File: src/rtl/skin_bbox.sv
// Skin-tone classifier and per-frame bounding-box tracker for a raster YUV pixel stream.
// One result record per frame is handed to the host over a valid/ack handshake.
module skin_bbox #(
    parameter int IMG_W = 640,
    parameter int IMG_H = 480,
    parameter int XW    = 10,
    parameter int YW    = 9,
    parameter int CW    = 19,
    parameter int Y_MIN = 0,
    parameter int U_MIN = 73,
    parameter int U_MAX = 122,
    parameter int V_MIN = 132,
    parameter int V_MAX = 173
) (
    input  logic          clk,
    input  logic          rst,
    input  logic          i_valid,
    input  logic          i_sof,
    input  logic [7:0]    i_y,
    input  logic [7:0]    i_u,
    input  logic [7:0]    i_v,
    output logic          o_skind,
    output logic          o_skind_vld,
    output logic          o_res_valid,
    input  logic          i_res_ack,
    output logic [CW-1:0] o_count,
    output logic [XW-1:0] o_xmin,
    output logic [XW-1:0] o_xmax,
    output logic [YW-1:0] o_ymin,
    output logic [YW-1:0] o_ymax,
    output logic          o_box_vld,
    output logic          o_sync_err,
    output logic          o_overrun
);

    typedef enum logic {ACCUM = 1'b0, FLUSH = 1'b1} state_t;

    state_t        state;
    logic [XW-1:0] x, acc_xmin, acc_xmax, px, b_xmin, b_xmax, n_xmin, n_xmax;
    logic [YW-1:0] y, acc_ymin, acc_ymax, py, b_ymin, b_ymax, n_ymin, n_ymax;
    logic [CW-1:0] acc_cnt, b_cnt, n_cnt;
    logic          skin, sync_hit, last, clr, nz;

    // Unsigned a >= b via the borrow bit, so a zero threshold does not degenerate to a constant compare.
    function automatic logic ge(input logic [7:0] a, input logic [7:0] b);
        logic [8:0] d;
        d = {1'b0, a} - {1'b0, b};
        return !d[8];
    endfunction

    always_comb begin
        skin = ge(i_y, 8'(Y_MIN)) && ge(i_u, 8'(U_MIN)) && ge(8'(U_MAX), i_u) &&
               ge(i_v, 8'(V_MIN)) && ge(8'(V_MAX), i_v);
        sync_hit = i_valid && i_sof && ((x != '0) || (y != '0));
        // A misplaced start-of-frame restarts the raster at the origin.
        px   = sync_hit ? '0 : x;
        py   = sync_hit ? '0 : y;
        last = (px == XW'(IMG_W - 1)) && (py == YW'(IMG_H - 1));
        nz   = (acc_cnt != '0);
    end

    // The accumulators restart on FLUSH (record handed off) or on a sync error (partial frame dropped);
    // the pixel accepted in that same cycle lands in the fresh accumulators.
    always_comb begin
        clr    = (state == FLUSH) || sync_hit;
        b_cnt  = clr ? '0 : acc_cnt;
        b_xmin = clr ? '1 : acc_xmin;
        b_xmax = clr ? '0 : acc_xmax;
        b_ymin = clr ? '1 : acc_ymin;
        b_ymax = clr ? '0 : acc_ymax;
        n_cnt  = b_cnt;
        n_xmin = b_xmin;
        n_xmax = b_xmax;
        n_ymin = b_ymin;
        n_ymax = b_ymax;
        if (i_valid && skin) begin
            n_cnt = b_cnt + CW'(1);
            if (px < b_xmin) n_xmin = px;
            if (px > b_xmax) n_xmax = px;
            if (py < b_ymin) n_ymin = py;
            if (py > b_ymax) n_ymax = py;
        end
    end

    always_ff @(posedge clk) begin
        if (!rst) begin
            state       <= ACCUM;
            x           <= '0;
            y           <= '0;
            acc_cnt     <= '0;
            acc_xmin    <= '1;
            acc_xmax    <= '0;
            acc_ymin    <= '1;
            acc_ymax    <= '0;
            o_skind     <= 1'b0;
            o_skind_vld <= 1'b0;
            o_sync_err  <= 1'b0;
            o_res_valid <= 1'b0;
            o_overrun   <= 1'b0;
            o_count     <= '0;
            o_box_vld   <= 1'b0;
            o_xmin      <= '0;
            o_xmax      <= '0;
            o_ymin      <= '0;
            o_ymax      <= '0;
        end else begin
            o_skind_vld <= i_valid;
            o_skind     <= i_valid && skin;
            o_sync_err  <= sync_hit;
            acc_cnt     <= n_cnt;
            acc_xmin    <= n_xmin;
            acc_xmax    <= n_xmax;
            acc_ymin    <= n_ymin;
            acc_ymax    <= n_ymax;
            state       <= (i_valid && last) ? FLUSH : ACCUM;

            if (i_valid) begin
                if (last) begin
                    x <= '0;
                    y <= '0;
                end else if (px == XW'(IMG_W - 1)) begin
                    x <= '0;
                    y <= py + YW'(1);
                end else begin
                    x <= px + XW'(1);
                    y <= py;
                end
            end

            if (state == FLUSH) begin
                // A same-cycle ack frees the slot, so the new record loading is not an overrun.
                o_res_valid <= 1'b1;
                if (o_res_valid && !i_res_ack) o_overrun <= 1'b1;
                o_count   <= acc_cnt;
                o_box_vld <= nz;
                o_xmin    <= nz ? acc_xmin : '0;
                o_xmax    <= nz ? acc_xmax : '0;
                o_ymin    <= nz ? acc_ymin : '0;
                o_ymax    <= nz ? acc_ymax : '0;
            end else if (i_res_ack) begin
                o_res_valid <= 1'b0;
            end
        end
    end

endmodule
File: config.mk
export PLATFORM = sky130hd
export DESIGN_NAME = skin_bbox
export DESIGN_NICKNAME = d
export VERILOG_FILES = /design/src/rtl/skin_bbox.sv
export SDC_FILE = /design/constraint.sdc
export NUM_CORES = 1
export LEC_CHECK = 0
export CORE_UTILIZATION = 50
export DETAILED_ROUTE_END_ITERATION = 6
export DONT_BUFFER_PORTS = 1
export MAX_ROUTING_LAYER = met4
export PLACE_DENSITY = 0.72
export SYNTH_ARGS = -nofsm -noshare
export SYNTH_HDL_FRONTEND = slang
export SYNTH_SLANG_ARGS = --single-unit
File: constraint.sdc
create_clock -name clk -period 4 [get_ports clk]
set_input_delay 0.6 -clock clk [delete_from_list [all_inputs] [get_ports clk]]
set_output_delay 0.6 -clock clk [all_outputs]
set_load 0.01 [all_outputs]
==> results of run 1 <==
[sequential cells by signal (all words and copies together) (netlist names), 9 cells and up]
signal / cells
o_ymax: 9
x: 10
acc_ymax: 9
acc_ymin: 9
acc_xmin: 10
acc_xmax: 10
o_count: 19
o_xmin: 10
o_ymin: 9
acc_cnt: 19
y: 9
o_xmax: 10
[per-stage QoR]
step,hold WS (ns),instances,setup WS (ns),power [mW],utilization [%]
finish,0.2877,960,0.4188,3.196,57.15
global route,0.2888,960,0.1670,3.282,57.15
CTS,0.2794,960,0.4387,3.209,57.15
detailed placement,0.4892,930,0.4625,1.519,52.32
global placement,0.4765,930,0.5899,1.516,52.32
floorplan,0.4533,785,0.5414,1.510,-
[layer usage]
| layer | part of all wire [%] | vias up |
|---|---|---|
| met4 | 2.1 | 0 |
| li1 | - | 2841 |
| met1 | 46 | 2810 |
| met2 | 46 | 187 |
| met3 | 5.9 | 34 |
| met5 | 0 | - |
[kinds of logic after synthesis]
| logic type | Yosys count |
|---|---|
| AO/OA/AOI/OAI | 178 |
| XOR/XNOR | 9 |
| adder cells (fa/ha/maj) | 39 |
| buffers and inverters | 65 |
| flip-flops | 140 |
| multiplexers | 25 |
| AND/OR/NAND/NOR | 329 |
[cell usage in the layout, fill, tap and decap left out, types with 10 or more instances in the layout]
cell	Yosys	layout
sky130_fd_sc_hd__dfxtp_1	140	140
sky130_fd_sc_hd__nor2_1	120	119
sky130_fd_sc_hd__nand2_1	56	56
sky130_fd_sc_hd__a22oi_1	39	39
sky130_fd_sc_hd__ha_1	39	39
sky130_fd_sc_hd__o21ai_0	35	35
sky130_fd_sc_hd__a21oi_1	29	29
sky130_fd_sc_hd__nand3_1	28	28
sky130_fd_sc_hd__nand4_1	26	26
sky130_fd_sc_hd__mux2i_1	25	25
sky130_fd_sc_hd__and2_1	20	20
sky130_fd_sc_hd__clkbuf_16	0	17
sky130_fd_sc_hd__buf_4	1	17
sky130_fd_sc_hd__inv_1	16	16
sky130_fd_sc_hd__nor4_1	15	15
sky130_fd_sc_hd__nor3_1	12	12
sky130_fd_sc_hd__and3_1	11	11
sky130_fd_sc_hd__nand2b_1	10	10
sky130_fd_sc_hd__o31ai_1	10	10
sky130_fd_sc_hd__a31oi_1	10	10
[layout make-up]
type	instances	area, sq um	share of cell area (%)
inverter	17	63.81	0.8465
sequential	140	2803	37.18
timing repair buffer	17	127.6	1.693
clock inverter	11	193.9	2.573
clock buffer	19	442.9	5.876
tap	176	220.2	2.921
multi-input combinational	580	3687	48.91
[worst max-delay path by stage]
stage,startpoint,to,slack [ns],cells past startpoint
floorplan,y[0],acc_ymax[3],0.54,13
global placement,y[0],acc_ymax[3],0.59,11
detailed placement,y[0],acc_ymax[6],0.46,11
CTS,y[0],acc_ymax[6],0.44,11
global route,y[0],acc_ymax[6],0.17,11
finish,y[0],acc_ymax[6],0.42,11
[power by group through the flow]
stage / Combinational (mW) / Clock (mW) / Sequential (mW)
floorplan: 0.0761 / 0 / 1.43
global placement: 0.0805 / 0 / 1.44
detailed placement: 0.0830 / 0 / 1.44
CTS: 0.0836 / 1.72 / 1.41
global route: 0.0944 / 1.78 / 1.41
finish: 0.0839 / 1.71 / 1.41
==> results.yml, run 1 <==
setup_path:
  critical_setup_path_kind: "reg -> reg"
  worst_stage_delay_on_the_critical_path_ns: 0.59
  ff2ff_path_depth: 11
  timing.critical_path.max_delay_family: "compound AO/OA/AOI/OAI gates"
  worst_ep_required_time_ns: 4.33
  setup.reg_to_reg.worst_slack_ns: 0.42
  worstPathBufferInverterCount: 1
  r2r_end: "acc_ymax[6]"
  cp-start-kind: "register"
  reg2reg_from: "y[0]"
  critical-path-slowest-cell: "sky130_fd_sc_hd__o211ai_1"
  timing.critical_path.cells: "or4_4 > nor3_4 > a21o_2 > nand2_1 > ha_1 > a21o_1 > a211o_1 > o211ai_1 > buf_4 > nand4_1 > o31ai_1"
  timing.critical_path.to_type: "register"
  crit_path_max_fanout: 21
  worst-endpoint-arrival_ns: 3.91
layout:
  area_delta_synth_final_pct: 11.82
  fill_cells: 1157
  post-route-cell-area_sq_mm: 0.007538
  nNetsFinal: 841
  drive_above_1_share_pct: 7.781
  diodes_inserted: 0
timing:
  setup_viol_count_final: 0
  hold_violations: 0
  worst_slew_margin_rel_pct: 17.46
  unrepaired_setup_endpoints_after_global_routing: "false"
  max_frequency_ghz: 0.2792
  tightest_slew_ns: 1.237
  finalClockSkew_ns: 0.007318
  finalMaxSlewViolations: 0
  setup_tns_ns: 0
  timing.final.crit_share_pct: 89.53
  final.min_clock_period_ns: 3.581
logic_synthesis:
  async_flop_share_pct: 0
  synth.cells.most_frequent: "140 x sky130_fd_sc_hd__dfxtp_1, 120 x sky130_fd_sc_hd__nor2_1, 56 x sky130_fd_sc_hd__nand2_1, 39 x sky130_fd_sc_hd__a22oi_1, 39 x sky130_fd_sc_hd__ha_1"
  post_synth.cell_area_avg_sq_um: 8.588
  synth.yosys.seq_area_share_pct: 41.57
  synth-edff-count: 0
  synth.net_count: 853
  synth.most_common_cell: "sky130_fd_sc_hd__dfxtp_1"
  synth_top_area_share_pct: 41.57
  post_synth_inst_count: 785
  yosys_warnings: 0
  combinational_family_with_the_most_area_after_synthesis: "simple AND/OR/NAND/NOR gates"
  synth-seq-cells: 140
  yosys-top-cells-area: "sky130_fd_sc_hd__dfxtp_1 42%, sky130_fd_sc_hd__ha_1 7.2%, sky130_fd_sc_hd__nor2_1 6.7%"
  yosys.area.top_type: "sky130_fd_sc_hd__dfxtp_1"
  yosysUniqueCellTypes: 57
  muxShareOfSynthArea_pct: 3.712
  post_synth_and_or_nand_nor_area_fraction_pct: 24.33
  netlist_area_sq_mm: 0.006741
  dominantRegCellSynth: "sky130_fd_sc_hd__dfxtp_1"
  synth_xor_xnor_area_share_pct: 1.169
  compound_gate_portion_of_the_synthesized_area_pct: 18.21
  post_synth_fa_ha_maj_area_fraction_pct: 7.238
global_route:
  grt.overflow.total: 0
  grt_busiest_layer: "met2"
  grtUsageMet3_pct: 6.492
  globalRouteTotalUtil_pct: 25.46
  vias_in_the_first_global_route: 5650
  pin_count_of_the_biggest_net_entering_global_routing: 49
  use_met2_pct: 38.68
  globalRouteMet1Util_pct: 31.91
  antenna_found_initial: 0
  grt_first_pass_wirelength_mm: 27.67
floorplan:
  floorplan.die_area_sq_mm: 0.01395
  core-area_sq_mm: 0.01319
  floorplan.die.width_microns: 118.1
  boundaryPins: 92
  initial_standard_cell_utilization_of_the_core_pct: 51.11
  die_height_microns: 118.1
  fp-row-count: 42
clocking:
  cts_tree: "done"
  htreeDepth: 4
  clk_latency_ns: 0.43
  cts_buffers: 17
  numClockSinks: 140
  post_cts.repair.setup_buffers: 0
  cts_hold_repair.buffers: 0
  post_cts_resized: 0
  cts-root-buf: "sky130_fd_sc_hd__clkbuf_16"
  clock_path_buffers: 2
  clock_pin_slew_worst_setup_and_hold_paths_ns: 0.06
drt:
  total_wirelength_of_the_detailed_routed_design_mm: 16.57
  detail_route.iter0.violations: 501
  number_of_optimization_iterations_in_the_first_detailed_route_pass: 5
  antenna_violating_nets_post_route: 0
  dr_total_vias: 5872
  avgRoutedWirePerCell_microns: 17.26
  via_per_inst: 6.117
  post_route_drc: 0
min_path:
  hold_wc_startpoint: "rst"
  holdCritPathClass: "in -> reg"
  hold_depth: 1
  timing.hold.worst_endpoint: "acc_xmin[1]"
pwr:
  vdd_drop_max_uv: 250.7
  combinationalPowerShare_pct: 2.6
  clkPwrFrac_pct: 53.4
  power_per_cell_area_mw_per_mm2: 423.9
  internal_power_mw: 2.538
  power.share.switching_pct: 20.60
  cell_leakage_power_nw: 2.922
  sequential_cell_fraction_of_total_power_pct: 44.0
  p_switching_mw: 0.6583
run_status:
  outcome: "complete, no violations"
placed_design:
  placement.cell_area_sq_mm: 0.006902
  post-dp-hpwl_mm: 11.59
  port_buffers: 0
  globalplace.congestion: 0.9258
run:
  max-cap-violations: 0
Power figures use the tool's default switching activity.
==> run 2: changes to the inputs <==
Settings changed: CORE_ASPECT_RATIO set to 1.4.
==> run 2 against run 1 <==
Combinational power increased by 3.3%. Flip-flop and latch count unchanged. Design area decreased by 0.46%. Sequential share of layout area increased by 0.17 points. Cell count increased by 0.42%. Global-route usage decreased by 0.15 points. First-iteration DRC count decreased by 22%. Core utilization increased by 0.58 points. Non-clock buffer count unchanged. Die area about the same. Largest cell class unchanged.
==> results.yml, run 2 (same netlist as run 1, synthesis figures left out) <==
run_status:
  outcome: "complete, no violations"
layout:
  diodes_inserted: 0
  drive_above_1_share_pct: 8.015
  fill_cells: 1149
  mostFrequentLayoutCell: "sky130_fd_sc_hd__dfxtp_1"
  area_delta_synth_final_pct: 11.30
  nNetsFinal: 841
  layout_top_registers: "acc_cnt: 19 flops, o_count: 19 flops"
  layout_common_cells: "140 x sky130_fd_sc_hd__dfxtp_1, 119 x sky130_fd_sc_hd__nor2_1, 56 x sky130_fd_sc_hd__nand2_1"
timing:
  timing.final.crit_share_pct: 86.23
  worst_slew_margin_rel_pct: 36.82
  finalWorstSetupSlack_ns: 0.5508
  hold_violations: 0
  final.min_clock_period_ns: 3.449
  max_frequency_ghz: 0.2899
  setup_tns_ns: 0
  unrepaired_setup_endpoints_after_global_routing: "false"
  finalClockSkew_ns: 0.01057
  setup_viol_count_final: 0
  tightest_slew_ns: 0.9463
  finalMaxSlewViolations: 0
min_path:
  holdCritPathClass: "in -> reg"
  hold_depth: 1
  hold_wc_startpoint: "rst"
  timing.hold.worst_endpoint: "acc_ymin[6]"
setup_path:
  critical-path-slowest-cell: "sky130_fd_sc_hd__or4_4"
  r2r_end: "acc_xmax[8]"
  setup.reg_to_reg.worst_slack_ns: 0.55
  crit_path_max_fanout: 26
  worst_ep_required_time_ns: 4.30
  reg2reg_from: "y[0]"
  timing.critical_path.to_type: "register"
  ff2ff_path_depth: 12
  worst_stage_delay_on_the_critical_path_ns: 0.58
  timing.critical_path.cells: "or4_4 > nor3_4 > a21o_2 > nand2_1 > ha_1 > and4_1 > o21ai_0 > o2111ai_1 > nand4_1 > buf_4 > nand4_1 > o21ai_0"
  worst-endpoint-arrival_ns: 3.75
  critical_setup_path_kind: "reg -> reg"
  cp-start-kind: "register"
run:
  max-cap-violations: 0
drt:
  number_of_optimization_iterations_in_the_first_detailed_route_pass: 5
  dr_total_vias: 5823
  detail_route.iter0.violations: 390
  via_per_inst: 6.040
  avgRoutedWirePerCell_microns: 17.04
  total_wirelength_of_the_detailed_routed_design_mm: 16.43
  antenna_violating_nets_post_route: 0
  post_route_drc: 0
clocking:
  cts-root-buf: "sky130_fd_sc_hd__clkbuf_16"
  cts_tree: "done"
  clock_pin_slew_worst_setup_and_hold_paths_ns: 0.06
  clk_latency_ns: 0.42
  cts_hold_repair.buffers: 0
  clock_path_buffers: 2
  numClockSinks: 140
  cts_buffers: 17
  post_cts_resized: 0
  post_cts.repair.setup_buffers: 0
  htreeDepth: 4
pwr:
  p_switching_mw: 0.6810
  power_per_cell_area_mw_per_mm2: 405.5
  combinationalPowerShare_pct: 2.8
  clkPwrFrac_pct: 51.0
  cell_leakage_power_nw: 2.900
  power.share.switching_pct: 22.38
  vdd_drop_max_uv: 260.2
  internal_power_mw: 2.362
  sequential_cell_fraction_of_total_power_pct: 46.2
global_route:
  vias_in_the_first_global_route: 5751
  grt_first_pass_wirelength_mm: 27.38
  antenna_found_initial: 0
  globalRouteTotalUtil_pct: 25.32
  pin_count_of_the_biggest_net_entering_global_routing: 56
  grt.overflow.total: 0
placed_design:
  worst_slack_at_placement_ns: 0.6121
  post-dp-hpwl_mm: 11.47
  globalplace.congestion: 0.9134
  port_buffers: 0
floorplan:
  die_height_microns: 139.4
  floorplan.die_area_sq_mm: 0.01396
  core-area_sq_mm: 0.01300
  initial_standard_cell_utilization_of_the_core_pct: 51.87
  fp-row-count: 49
  boundaryPins: 92
  floorplan.die.width_microns: 100.1
[run 2: changes by cell type in the layout (fill, tap and decap cells not counted), sizes merged]
cell    previous run  this run
clkinv             2         6
bufinv             5         2
inv               17        18
[run 2: power groups by stage]
stage	registers, mW	logic (mW)	clock network [mW]
floorplan	1.43	0.0761	0
global placement	1.44	0.0831	0
detailed placement	1.44	0.0857	0
CTS	1.40	0.0861	1.57
global route	1.40	0.0969	1.64
finish	1.41	0.0867	1.55
[run 2: per-stage QoR]
stage | cell area [sq um] | utilization (%) | total power [mW] | hold WS, ns | instances
4_1_cts | 7503 | 57.73 | 3.064 | 0.2742 | 964
3_5_place_dp | 6917 | 53.22 | 1.521 | 0.4823 | 932
2_1_floorplan | 6741 | - | 1.510 | 0.4533 | 785
6_report | 7503 | 57.73 | 3.043 | 0.2936 | 964
5_1_grt | 7503 | 57.73 | 3.141 | 0.2791 | 964
3_3_place_gp | 6917 | 53.22 | 1.518 | 0.4741 | 932
[run 2: worst max path at each step]
stage | start | to | cells after the start
final | y[0] | acc_xmax[8] | 12
after CTS | y[0] | acc_xmax[8] | 12
after detailed placement | y[0] | acc_xmax[8] | 12
after global routing | y[6] | acc_xmax[4] | 12
after global placement | y[0] | acc_ymin[2] | 12
after floorplan | y[0] | acc_ymax[3] | 13
[run 2: cell type report]
type	instances	area (sq um)	share of cell area, %
Inverter	17	63.81	0.8504
Clock buffer	19	442.9	5.903
Clock inverter	13	143.9	1.918
Multi-Input combinational cell	580	3687	49.14
Sequential cell	140	2803	37.35
Tap cell	178	222.7	2.968
Timing Repair Buffer	17	140.1	1.868
[run 2: critical path, delay by kind of cell, from the launching register on]
| kind | cells | cell delay [ns] |
|---|---|---|
| AO/OA/AOI/OAI | 4 | 0.82 |
| adder cells (fa/ha/maj) | 1 | 0.32 |
| buffers and inverters | 1 | 0.29 |
| flip-flops | 1 | 0.35 |
| AND/OR/NAND/NOR | 6 | 1.55 |
[run 2: metal layers]
metal	vias to the layer above	part of all wire, %	track usage, %
li1	2840	-	-
met1	2785	41	28.01
met2	167	51	42.68
met3	31	5.4	6.278
met4	0	2.2	10.98
met5	-	0	-
